**src/rtl/rv_fetch_pkg.sv**
```systemverilog
// rv_fetch_pkg: types and constants shared by the instruction-fetch front end.
//   PC_W          - architectural PC / instruction width
//   NOP_INSTR     - instruction word used for the misaligned-fetch trap entry
//   fetch_entry_t - one buffered instruction: {instr, pc, misaligned}
//   fetch_state_e - fetch control states {BOOT, FETCH}
package rv_fetch_pkg;

    localparam int unsigned PC_W = 32;
    localparam logic [PC_W-1:0] NOP_INSTR = 32'h0000_0013;

    typedef struct packed {
        logic [PC_W-1:0] instr;
        logic [PC_W-1:0] pc;
        logic            misaligned;
    } fetch_entry_t;

    typedef enum logic {
        BOOT  = 1'b0,
        FETCH = 1'b1
    } fetch_state_e;

endpackage

```
**src/rtl/pc_fetch_unit_fifo.sv**
```systemverilog
// fetch_fifo: synchronous FIFO of fetch_entry_t between memory responses and decode.
// Ports:
//   clk, rst_n     - clock, asynchronous active-low reset
//   i_push, i_data - write one entry (accepted when not full, or when full with a pop)
//   i_pop          - consume the head entry (ignored when empty)
//   i_flush        - discard all entries
//   o_head         - head entry, driven straight from storage registers
//   o_count        - number of stored entries
//   o_full/o_empty - occupancy flags
module fetch_fifo
    import rv_fetch_pkg::*;
#(
    parameter int unsigned DEPTH = 2
) (
    input  logic                     clk,
    input  logic                     rst_n,
    input  logic                     i_push,
    input  fetch_entry_t             i_data,
    input  logic                     i_pop,
    input  logic                     i_flush,
    output fetch_entry_t             o_head,
    output logic [$clog2(DEPTH):0]   o_count,
    output logic                     o_full,
    output logic                     o_empty
);

    localparam int unsigned AW = $clog2(DEPTH);
    localparam logic [AW:0] FULL_CNT = (AW+1)'(DEPTH);

    fetch_entry_t  r_mem [DEPTH];
    logic [AW-1:0] r_rd_ptr;
    logic [AW-1:0] r_wr_ptr;
    logic [AW:0]   r_count;
    logic          w_push;
    logic          w_pop;

    assign o_full  = (r_count == FULL_CNT);
    assign o_empty = (r_count == '0);
    assign o_count = r_count;
    assign o_head  = r_mem[r_rd_ptr];

    // A push into a full FIFO is legal only when the head leaves in the same cycle.
    assign w_pop  = i_pop && !o_empty;
    assign w_push = i_push && (!o_full || w_pop);

    always_ff @(posedge clk or negedge rst_n) begin
        if (!rst_n) begin
            for (int unsigned i = 0; i < DEPTH; i++) begin
                r_mem[i] <= '0;
            end
            r_rd_ptr <= '0;
            r_wr_ptr <= '0;
            r_count  <= '0;
        end else if (i_flush) begin
            r_rd_ptr <= '0;
            r_wr_ptr <= '0;
            r_count  <= '0;
        end else begin
            if (w_push) begin
                r_mem[r_wr_ptr] <= i_data;
                r_wr_ptr        <= r_wr_ptr + 1'b1;
            end
            if (w_pop) begin
                r_rd_ptr <= r_rd_ptr + 1'b1;
            end
            r_count <= r_count + {{AW{1'b0}}, w_push} - {{AW{1'b0}}, w_pop};
        end
    end

endmodule

```
**src/rtl/pc_fetch_unit.sv**
```systemverilog
// pc_fetch_unit: instruction-fetch front end owning the architectural PC.
// Issues sequential fetches over a valid/ready request channel (in-order responses),
// buffers instructions with their PC toward decode, and handles taken-branch redirects
// by flushing the buffer and squashing every fetch still in flight.
// Ports:
//   clk, rst_n                      - clock, asynchronous active-low reset
//   redirect_valid, redirect_pc     - taken branch/jump and its target
//   imem_req_valid/ready/addr       - fetch request channel
//   imem_rsp_valid, imem_rsp_data   - in-order fetch responses (never stall)
//   if_valid/ready, if_instr, if_pc - buffered instruction toward decode
//   if_misaligned                   - only with FETCH_MISALIGN_TRAP_EN: head entry is a
//                                     misaligned-target trap marker
// Build option FETCH_MISALIGN_TRAP_EN: a redirect to a non word-aligned target halts
// fetching and delivers a single NOP entry flagged misaligned; without it the low two
// target bits are treated as zero.
module pc_fetch_unit
    import rv_fetch_pkg::*;
#(
    parameter logic [31:0] RESET_PC   = 32'h0000_0000,
    parameter int unsigned FIFO_DEPTH = 2
) (
    input  logic        clk,
    input  logic        rst_n,
    input  logic        redirect_valid,
    input  logic [31:0] redirect_pc,
    output logic        imem_req_valid,
    input  logic        imem_req_ready,
    output logic [31:0] imem_req_addr,
    input  logic        imem_rsp_valid,
    input  logic [31:0] imem_rsp_data,
    output logic        if_valid,
    input  logic        if_ready,
    output logic [31:0] if_instr,
`ifdef FETCH_MISALIGN_TRAP_EN
    output logic        if_misaligned,
`endif
    output logic [31:0] if_pc
);

    localparam int unsigned CW = $clog2(FIFO_DEPTH) + 2;
    localparam int unsigned FW = $clog2(FIFO_DEPTH) + 1;

    fetch_state_e  r_state;
    fetch_state_e  w_state_nxt;
    logic [31:0]   r_pc;        // next fetch address
    logic [31:0]   r_rsp_pc;    // PC of the next live response
    logic [CW-1:0] r_live;
    logic [CW-1:0] r_kill;
    logic [CW-1:0] w_live_nxt;
    logic [CW-1:0] w_kill_nxt;
    logic [31:0]   w_red_pc;
    logic          w_halt;
    logic          w_trap_push;
    logic          w_credit;
    logic          w_req_fire;
    logic          w_rsp;
    logic          w_rsp_kill;
    logic          w_rsp_live;
    logic          w_push;
    fetch_entry_t  w_push_data;
    fetch_entry_t  w_head;
    logic [FW-1:0] w_count;
    logic          w_full;
    logic          w_empty;

`ifdef FETCH_MISALIGN_TRAP_EN
    logic r_halt;
    logic r_trap_pend;

    assign w_red_pc    = redirect_pc;
    assign w_halt      = r_halt;
    // Trap entry goes in the cycle after the redirect, once the flush has emptied the buffer.
    assign w_trap_push = r_trap_pend && !redirect_valid;
    assign if_misaligned = w_head.misaligned;

    always_ff @(posedge clk or negedge rst_n) begin
        if (!rst_n) begin
            r_halt      <= 1'b0;
            r_trap_pend <= 1'b0;
        end else if (redirect_valid) begin
            r_halt      <= |redirect_pc[1:0];
            r_trap_pend <= |redirect_pc[1:0];
        end else begin
            r_trap_pend <= 1'b0;
        end
    end
`else
    assign w_red_pc    = redirect_pc & 32'hFFFF_FFFC;
    assign w_halt      = 1'b0;
    assign w_trap_push = 1'b0;

    always_ff @(posedge clk) begin
        if (rst_n && if_valid) begin
            assert (!w_head.misaligned);
        end
    end
`endif

    // Credit: live fetches plus buffered entries never exceed the buffer size.
    assign w_credit   = (r_live + CW'(w_count)) < CW'(FIFO_DEPTH);
    assign w_req_fire = imem_req_valid && imem_req_ready;
    assign w_rsp      = imem_rsp_valid && (r_state == FETCH);
    assign w_rsp_kill = w_rsp && (r_kill != '0);
    assign w_rsp_live = w_rsp && (r_kill == '0);

    always_ff @(posedge clk or negedge rst_n) begin
        if (!rst_n) begin
            r_state <= BOOT;
        end else begin
            r_state <= w_state_nxt;
        end
    end

    always_comb begin
        w_state_nxt    = r_state;
        imem_req_valid = 1'b0;
        case (r_state)
            BOOT:    w_state_nxt = FETCH;
            FETCH:   imem_req_valid = w_credit && !redirect_valid && !w_halt;
            default: w_state_nxt = BOOT;
        endcase
    end

    always_comb begin
        w_live_nxt = r_live;
        w_kill_nxt = r_kill;
        if (redirect_valid) begin
            // Everything still outstanding, minus a response retiring now, becomes stale.
            w_live_nxt = '0;
            w_kill_nxt = r_kill + r_live + CW'(w_req_fire) - CW'(w_rsp);
        end else begin
            w_live_nxt = r_live + CW'(w_req_fire) - CW'(w_rsp_live);
            w_kill_nxt = r_kill - CW'(w_rsp_kill);
        end
    end

    always_ff @(posedge clk or negedge rst_n) begin
        if (!rst_n) begin
            r_pc     <= RESET_PC;
            r_rsp_pc <= RESET_PC;
            r_live   <= '0;
            r_kill   <= '0;
        end else begin
            r_live <= w_live_nxt;
            r_kill <= w_kill_nxt;
            if (redirect_valid) begin
                r_pc     <= w_red_pc;
                r_rsp_pc <= w_red_pc;
            end else begin
                if (w_req_fire) r_pc     <= r_pc + 32'd4;
                if (w_rsp_live) r_rsp_pc <= r_rsp_pc + 32'd4;
            end
        end
    end

    assign imem_req_addr = r_pc;

    // While halted r_pc still holds the misaligned target, which is the trap entry's PC.
    assign w_push = (w_rsp_live && !redirect_valid) || w_trap_push;
    always_comb begin
        w_push_data = '{instr: imem_rsp_data, pc: r_rsp_pc, misaligned: 1'b0};
        if (w_trap_push) begin
            w_push_data = '{instr: NOP_INSTR, pc: r_pc, misaligned: 1'b1};
        end
    end

    always_ff @(posedge clk) begin
        if (rst_n) begin
            assert (!(w_push && w_full && !if_ready));
        end
    end

    fetch_fifo #(
        .DEPTH (FIFO_DEPTH)
    ) u_fifo (
        .clk     (clk),
        .rst_n   (rst_n),
        .i_push  (w_push),
        .i_data  (w_push_data),
        .i_pop   (if_ready),
        .i_flush (redirect_valid),
        .o_head  (w_head),
        .o_count (w_count),
        .o_full  (w_full),
        .o_empty (w_empty)
    );

    assign if_valid = !w_empty;
    assign if_instr = w_head.instr;
    assign if_pc    = w_head.pc;

endmodule
```
**config.mk**
```make
export PLATFORM = sky130hd
export DESIGN_NAME = pc_fetch_unit
export DESIGN_NICKNAME = d
export VERILOG_FILES = /design/src/rtl/rv_fetch_pkg.sv /design/src/rtl/pc_fetch_unit_fifo.sv /design/src/rtl/pc_fetch_unit.sv
export SDC_FILE = /design/constraint.sdc
export NUM_CORES = 1
export LEC_CHECK = 0
export CORE_ASPECT_RATIO = 1.25
export CORE_UTILIZATION = 57
export CTS_CLUSTER_DIAMETER = 200
export DETAILED_ROUTE_END_ITERATION = 16
export PLACE_DENSITY = 0.95
export SYNTH_ARGS = -nofsm -noshare
export SYNTH_HDL_FRONTEND = slang
export SYNTH_SLANG_ARGS = --single-unit
```
**constraint.sdc**
```tcl
create_clock -name clk -period 5.5 [get_ports clk]
set_input_delay 0.55 -clock clk [delete_from_list [all_inputs] [get_ports clk]]
set_output_delay 0.55 -clock clk [all_outputs]
set_load 0.05 [all_outputs]
```
==> results of run 1 <==
==> sequential cells by signal (all words and copies together) (netlist names) <==
name / count
r_state: 1
imem_req_addr: 30
r_live: 3
r_rsp_pc: 30
u_fifo.r_rd_ptr: 1
r_kill: 3
u_fifo.r_wr_ptr: 1
u_fifo.r_mem: 124
u_fifo.o_count: 2
==> Yosys cell counts, types with 12 or more instances <==
cell type,instances
nand2_1,51
nor2_1,30
inv_1,23
nand3_1,31
clkbuf_1,19
buf_6,12
nand4_1,22
mux2_2,194
dfrtp_1,195
o21ai_0,35
xor2_1,12
xnor2_1,29
==> worst max path at each step <==
stage	endpoint	startpoint
4_1_cts	if_pc[26]	u_fifo.r_rd_ptr$_DFFE_PN0P_
6_report	if_pc[25]	u_fifo.r_rd_ptr$_DFFE_PN0P_
3_5_place_dp	u_fifo.r_mem[62]$_DFFE_PN0P_	if_ready
5_1_grt	if_pc[25]	u_fifo.r_rd_ptr$_DFFE_PN0P_
2_1_floorplan	r_kill[2]$_DFF_PN0_	r_live[0]$_DFF_PN0_
3_3_place_gp	u_fifo.r_mem[63]$_DFFE_PN0P_	if_ready
==> routing by layer <==
metal | wire length [um] | track usage, % | vias to the layer above | part of all wire, %
li1 | - | - | 3109 | -
met2 | 11300 | 45.1 | 343 | 50
met5 | 0 | 0 | - | 0
met1 | 9310 | 35.5 | 3502 | 41
met4 | 579 | 10.4 | 0 | 2.6
met3 | 1360 | 4.39 | 58 | 6.0
==> final cells by class <==
cell class	count	area (um^2)
flip-flops and latches	195	4880
fillers	1066	4450
multi-input cells	529	4340
repair buffers	169	1670
clock buffers	25	505
well taps	216	270
inverters	23	86.3
clock inverters	7	70.1
==> through the flow <==
step                      hold WS (ns)  power (uW)  setup slack, ns
after floorplan                  0.254        3650             2.37
after global placement           0.463        4360             2.26
after detailed placement         0.472        4430             2.24
after CTS                        0.315        5660             1.93
after global routing             0.362        5870             1.84
final                            0.275        5640             1.95
==> power by group through the flow <==
| stage | Clock (uW) | Combinational, uW | Sequential (uW) |
|---|---|---|---|
| 2_1_floorplan | 0 | 1650 | 2000 |
| 3_3_place_gp | 0 | 2380 | 1980 |
| 3_5_place_dp | 0 | 2430 | 2000 |
| 4_1_cts | 1230 | 2450 | 1980 |
| 5_1_grt | 1290 | 2550 | 2030 |
| 6_report | 1220 | 2430 | 1990 |
==> kinds of logic (layout without fill, tap and decap cells) <==
| logic type | Yosys count | count (layout) | synth area share, % |
|---|---|---|---|
| xor gates and xnor gates | 41 | 41 | 3.76 |
| adders and majority gates | 14 | 14 | 2.15 |
| muxes | 201 | 201 | 23.6 |
| DFF | 195 | 195 | 51.0 |
| buffers and inverters | 65 | 224 | 3.72 |
| AOI/OAI and AO/OA | 77 | 77 | 4.97 |
| and+or+nand+nor | 191 | 191 | 10.6 |
| other | 2 | 5 | 0.0786 |
==> summary.txt, run 1 <==
Worst skew pair latency: 0.43 ns
Vias: 7,012
Final hold vios: 0
Worst EP arrival: 3.00 ns
Net Sw Frac: 39.8%
Worst path cell trace: buf_4 -> mux2_2 -> clkdlybuf4s50_1
CP Capture Type: primary output
Clk_skew: 0.00716 ns
Fin nets: 1,019
Clk network pwr share: 21.7%
Worst path bufs/invs: 2
Hold buffer count at cts: 0
DP Area: 11,200 um^2
Htree depth: 4
Clock tree from TritonCTS: yes
Critical path depth: 3
Net Sw Power: 2240 uW
Maximum VDD drop: 0.225 mV
First-pass GRT wire length: 37,200 um
Resized Gates After CTS: 0
Router iterations before antenna repair: 6
Synth Area per Inst: 12.2 um^2
Status: finished clean
CTS Buf Count: 17
Share of the synthesized area in the top cell type: 51.0%
Final ANT Viol Nets: 0
Final non-filler cell total: 1,164
Fin crit period: 3.55 ns
Top FF cell, synth: dfrtp_1
Combinational cell fraction of total power: 43.1%
CP top delay family: buffers and inverters
RD Place Congestion: 0.915
P_leak: 0.00526 uW
Die X: 118 um
Synth unique cells: 47
Area Overhead vs Synth: 23.6%
Slew HR: 26.6%
Worst flop-to-flop path startpoint: r_live[0]$_DFF_PN0_
Clk sinks: 195
FF+latch count, synth: 195
Slowest CP cell: dfrtp_2
DR iter-0 viols: 870
Cell-internal power: 3400 uW
WP data required: 4.95 ns
Port Buffers: 161
Crit share post-route: 64.5%
Cell count after placement: 1,132
Post-route cell area: 11,800 um^2
TNS Setup: 0 ns
Starting Density: 58.8%
Setup CP Type: reg -> out
Synth area leader: dfrtp_1
Fmax: 282 MHz
Async set-reset flop share out of synthesis: 100%
Most frequent cells in the layout: 194 x mux2_2, 194 x dfrtp_1, 159 x clkdlybuf4s50_1
DIE AREA: 17,300 um^2
Post-synthesis instance total: 786
Clock Tree Root: clkbuf_16
Residual DRC count: 0
Vias/cell: 6.02
Max Cap Viol: 0
Area contributors post-synth: dfrtp_1 51%, mux2_2 23%, xnor2_1 2.7%
Final WL: 22,500 um
Clk buf depth: 2
IO Pins: 168
P per Cell Area: 477 nW/um^2
WL/cell: 19.3 um
Die height: 147 um
Gr ovfl total: 0
Cell Rows: 52
Final HPWL DP: 14,700 um
Setup bufs post-CTS: 0
Antenna cells: 0
RSZ-0062 raised after global routing: no
Number of global-route vias before repair: 7,125
Least-Margin Pin Slew: 1.10 ns
Largest net degree at the start of global routing: 122
Depth of the worst register-to-register path: 12
Sequential cell area fraction in the yosys report: 51.0%
Antenna violations before repair: 0
Yosys warnings: 0
Worst-path fanout max: 37
Reg clk slew, reported paths: 0.07 ns
Worst Hold Class: in -> async
Post-synthesis instance area: 9560 um^2
Placeable Area: 16,300 um^2
Reg2Reg Setup Slack: 2.30 ns
Fraction of layout cells with a size suffix above 1: 25.5%
Final Util: 72.7%
Final slew viol count: 0
Overall routing resource usage: 27.0%
CP Launch Type: flop
R2R Path End: r_kill[2]$_DFF_PN0_
# setup viols final: 0
Sequential Power Share: 35.2%
Max incr delay on CP: 0.94 ns
EDFF count, synth: 0
No activity file was read; power rests on OpenSTA's default activity.
==> inputs of run 2 (changes only) <==
Settings changed: CORE_UTILIZATION 57 to 48, PLACE_DENSITY 0.95 to 0.89.
Clock period 5.5 ns to 3 ns, I/O delays scaled along.
==> summary.txt, run 2 (same netlist as run 1, synthesis figures left out) <==
Status: finished clean
WL/cell: 17.8 um
Setup CP Type: reg -> reg
TNS Setup: 0 ns
Largest register FFs: 124
DP Area: 11,400 um^2
P_leak: 0.00534 uW
DR iter-0 viols: 526
CP Capture Type: flop
Clock tree from TritonCTS: yes
Cell Rows: 57
Port Buffers: 161
Final HPWL DP: 15,200 um
Final worst slack: 0.181 ns
Clock Tree Root: clkbuf_16
RD Place Congestion: 0.860
Final slew viol count: 0
Cell count after placement: 1,190
Hold Crit Depth: 2
Fraction of layout cells with a size suffix above 1: 26.9%
First-pass GRT wire length: 35,900 um
Fin nets: 1,029
Depth of the worst register-to-register path: 11
Antenna cells: 0
Fmax: 355 MHz
DP Worst Slack: 0.202 ns
Fin crit period: 2.82 ns
CTS Buf Count: 17
Die X: 128 um
Clk_skew: 0.0178 ns
Die height: 160 um
Final Util: 61.8%
Starting Density: 49.1%
Clk buf depth: 2
Largest Register: u_fifo.r_mem
Reg2Reg Setup Slack: 0.18 ns
Antenna violations before repair: 0
# setup viols final: 0
Maximum VDD drop: 0.468 mV
Hold path start: redirect_valid
Vias: 6,875
Htree depth: 4
CP Launch Type: flop
Least-Margin Pin Slew: 0.731 ns
Final hold vios: 0
Final WL: 21,800 um
R2R Path End: r_kill[2]$_DFF_PN0_
Worst flop-to-flop path startpoint: r_live[0]$_DFF_PN0_
RSZ-0062 raised after global routing: no
Final non-filler cell total: 1,223
CP startpoint: r_live[0]$_DFF_PN0_
P per Cell Area: 863 nW/um^2
Hold Path End: r_live[0]$_DFF_PN0_
Worst Hold Class: in -> reg
Router iterations before antenna repair: 6
Worst-path fanout max: 3
Worst skew pair latency: 0.44 ns
Largest net degree at the start of global routing: 89
Gr ovfl total: 0
Vias/cell: 5.62
WP data required: 3.35 ns
Number of global-route vias before repair: 7,265
Reg area: 4880 um^2
Final-layout fill cell count: 1,484
Clk sinks: 195
Max Cap Viol: 0
Most frequent cells in the layout: 194 x mux2_2, 194 x dfrtp_1, 158 x clkdlybuf4s50_1
Reg clk slew, reported paths: 0.07 ns
Worst EP arrival: 3.17 ns
Slew HR: 51.3%
Crit share post-route: 94.0%
Final ANT Viol Nets: 0
IO Pins: 168
Placeable Area: 19,500 um^2
DIE AREA: 20,500 um^2
Multi-input gate area: 4360 um^2
Residual DRC count: 0
Area Overhead vs Synth: 25.9%
Overall routing resource usage: 22.3%
Post-route cell area: 12,000 um^2
run 2: changes by cell type in the layout (fill, tap and decap cells not counted), sizes merged:
| cell | previous run | this run |
|---|---|---|
| clkinv | 3 | 4 |
| clkbuf | 26 | 19 |
| dlymetal6s2s | 0 | 1 |
| clkinvlp | 1 | 2 |
| buf | 9 | 18 |
| inv | 25 | 30 |
| dlygate4sd3 | 0 | 1 |
| clkdlybuf4s50 | 159 | 158 |
run 2: area by class of cell:
type | instances | share of cell area (%)
Sequential cell | 195 | 40.6
Tap cell | 265 | 2.76
Clock buffer | 18 | 3.57
Multi-Input combinational cell | 529 | 36.2
Inverter | 23 | 0.718
Clock inverter | 14 | 1.21
Timing Repair Buffer | 179 | 15.0
run 2: worst max-delay path by stage:
stage,end,slack (ns),cells after the start
floorplan,r_kill[2]$_DFF_PN0_,0.01,13
global placement,r_live[2]$_DFF_PN0_,0.28,12
detailed placement,imem_req_addr[17]$_DFFE_PN0N_,0.20,9
CTS,imem_req_valid,0.06,5
global route,r_live[2]$_DFF_PN0_,0.001,12
finish,r_kill[2]$_DFF_PN0_,0.18,11
run 2: repair_timing:
item	4_1_cts	5_1_grt
gates resized for setup	0	3
endpoints found under the setup margin	0	15
setup buffers	0	0
endpoints found under the hold margin	84	0
hold buffers	1	0
run 2: power breakdown:
part	leakage, uW	switching, uW	internal, uW
sequential	0.00253	426	3170
clock	0.000278	1060	1180
combinational	0.00253	2690	1860
total	0.00534	4180	6200
run 2: critical path, cell delays in order, from the launching register on:
cell and delay, ns:
dfrtp_1 0.43, and2_1 0.19, fa_1 0.41, xnor2_2 0.16, nand4_1 0.15, inv_1 0.10
fa_2 0.35, fa_2 0.38, xnor2_2 0.15, xnor2_1 0.12, mux2i_1 0.17, xnor2_1 0.13
run 2: metal layers:
layer  up-vias  routed length [um]  global-route usage, %
met3        35                1380                   4.76
met5         -                   0                      0
met1      3421                8910                   27.8
met4         0                 400                   8.18
li1       3138                   -                      -
met2       281               11100                   37.8
run 2: through the flow:
| step | power, uW | hold slack, ns |
|---|---|---|
| 2_1_floorplan | 6730 | 0.00441 |
| 3_3_place_gp | 8090 | 0.414 |
| 3_5_place_dp | 8210 | 0.416 |
| 4_1_cts | 10500 | 0.0682 |
| 5_1_grt | 10800 | 0.0799 |
| 6_report | 10400 | 0.0814 |
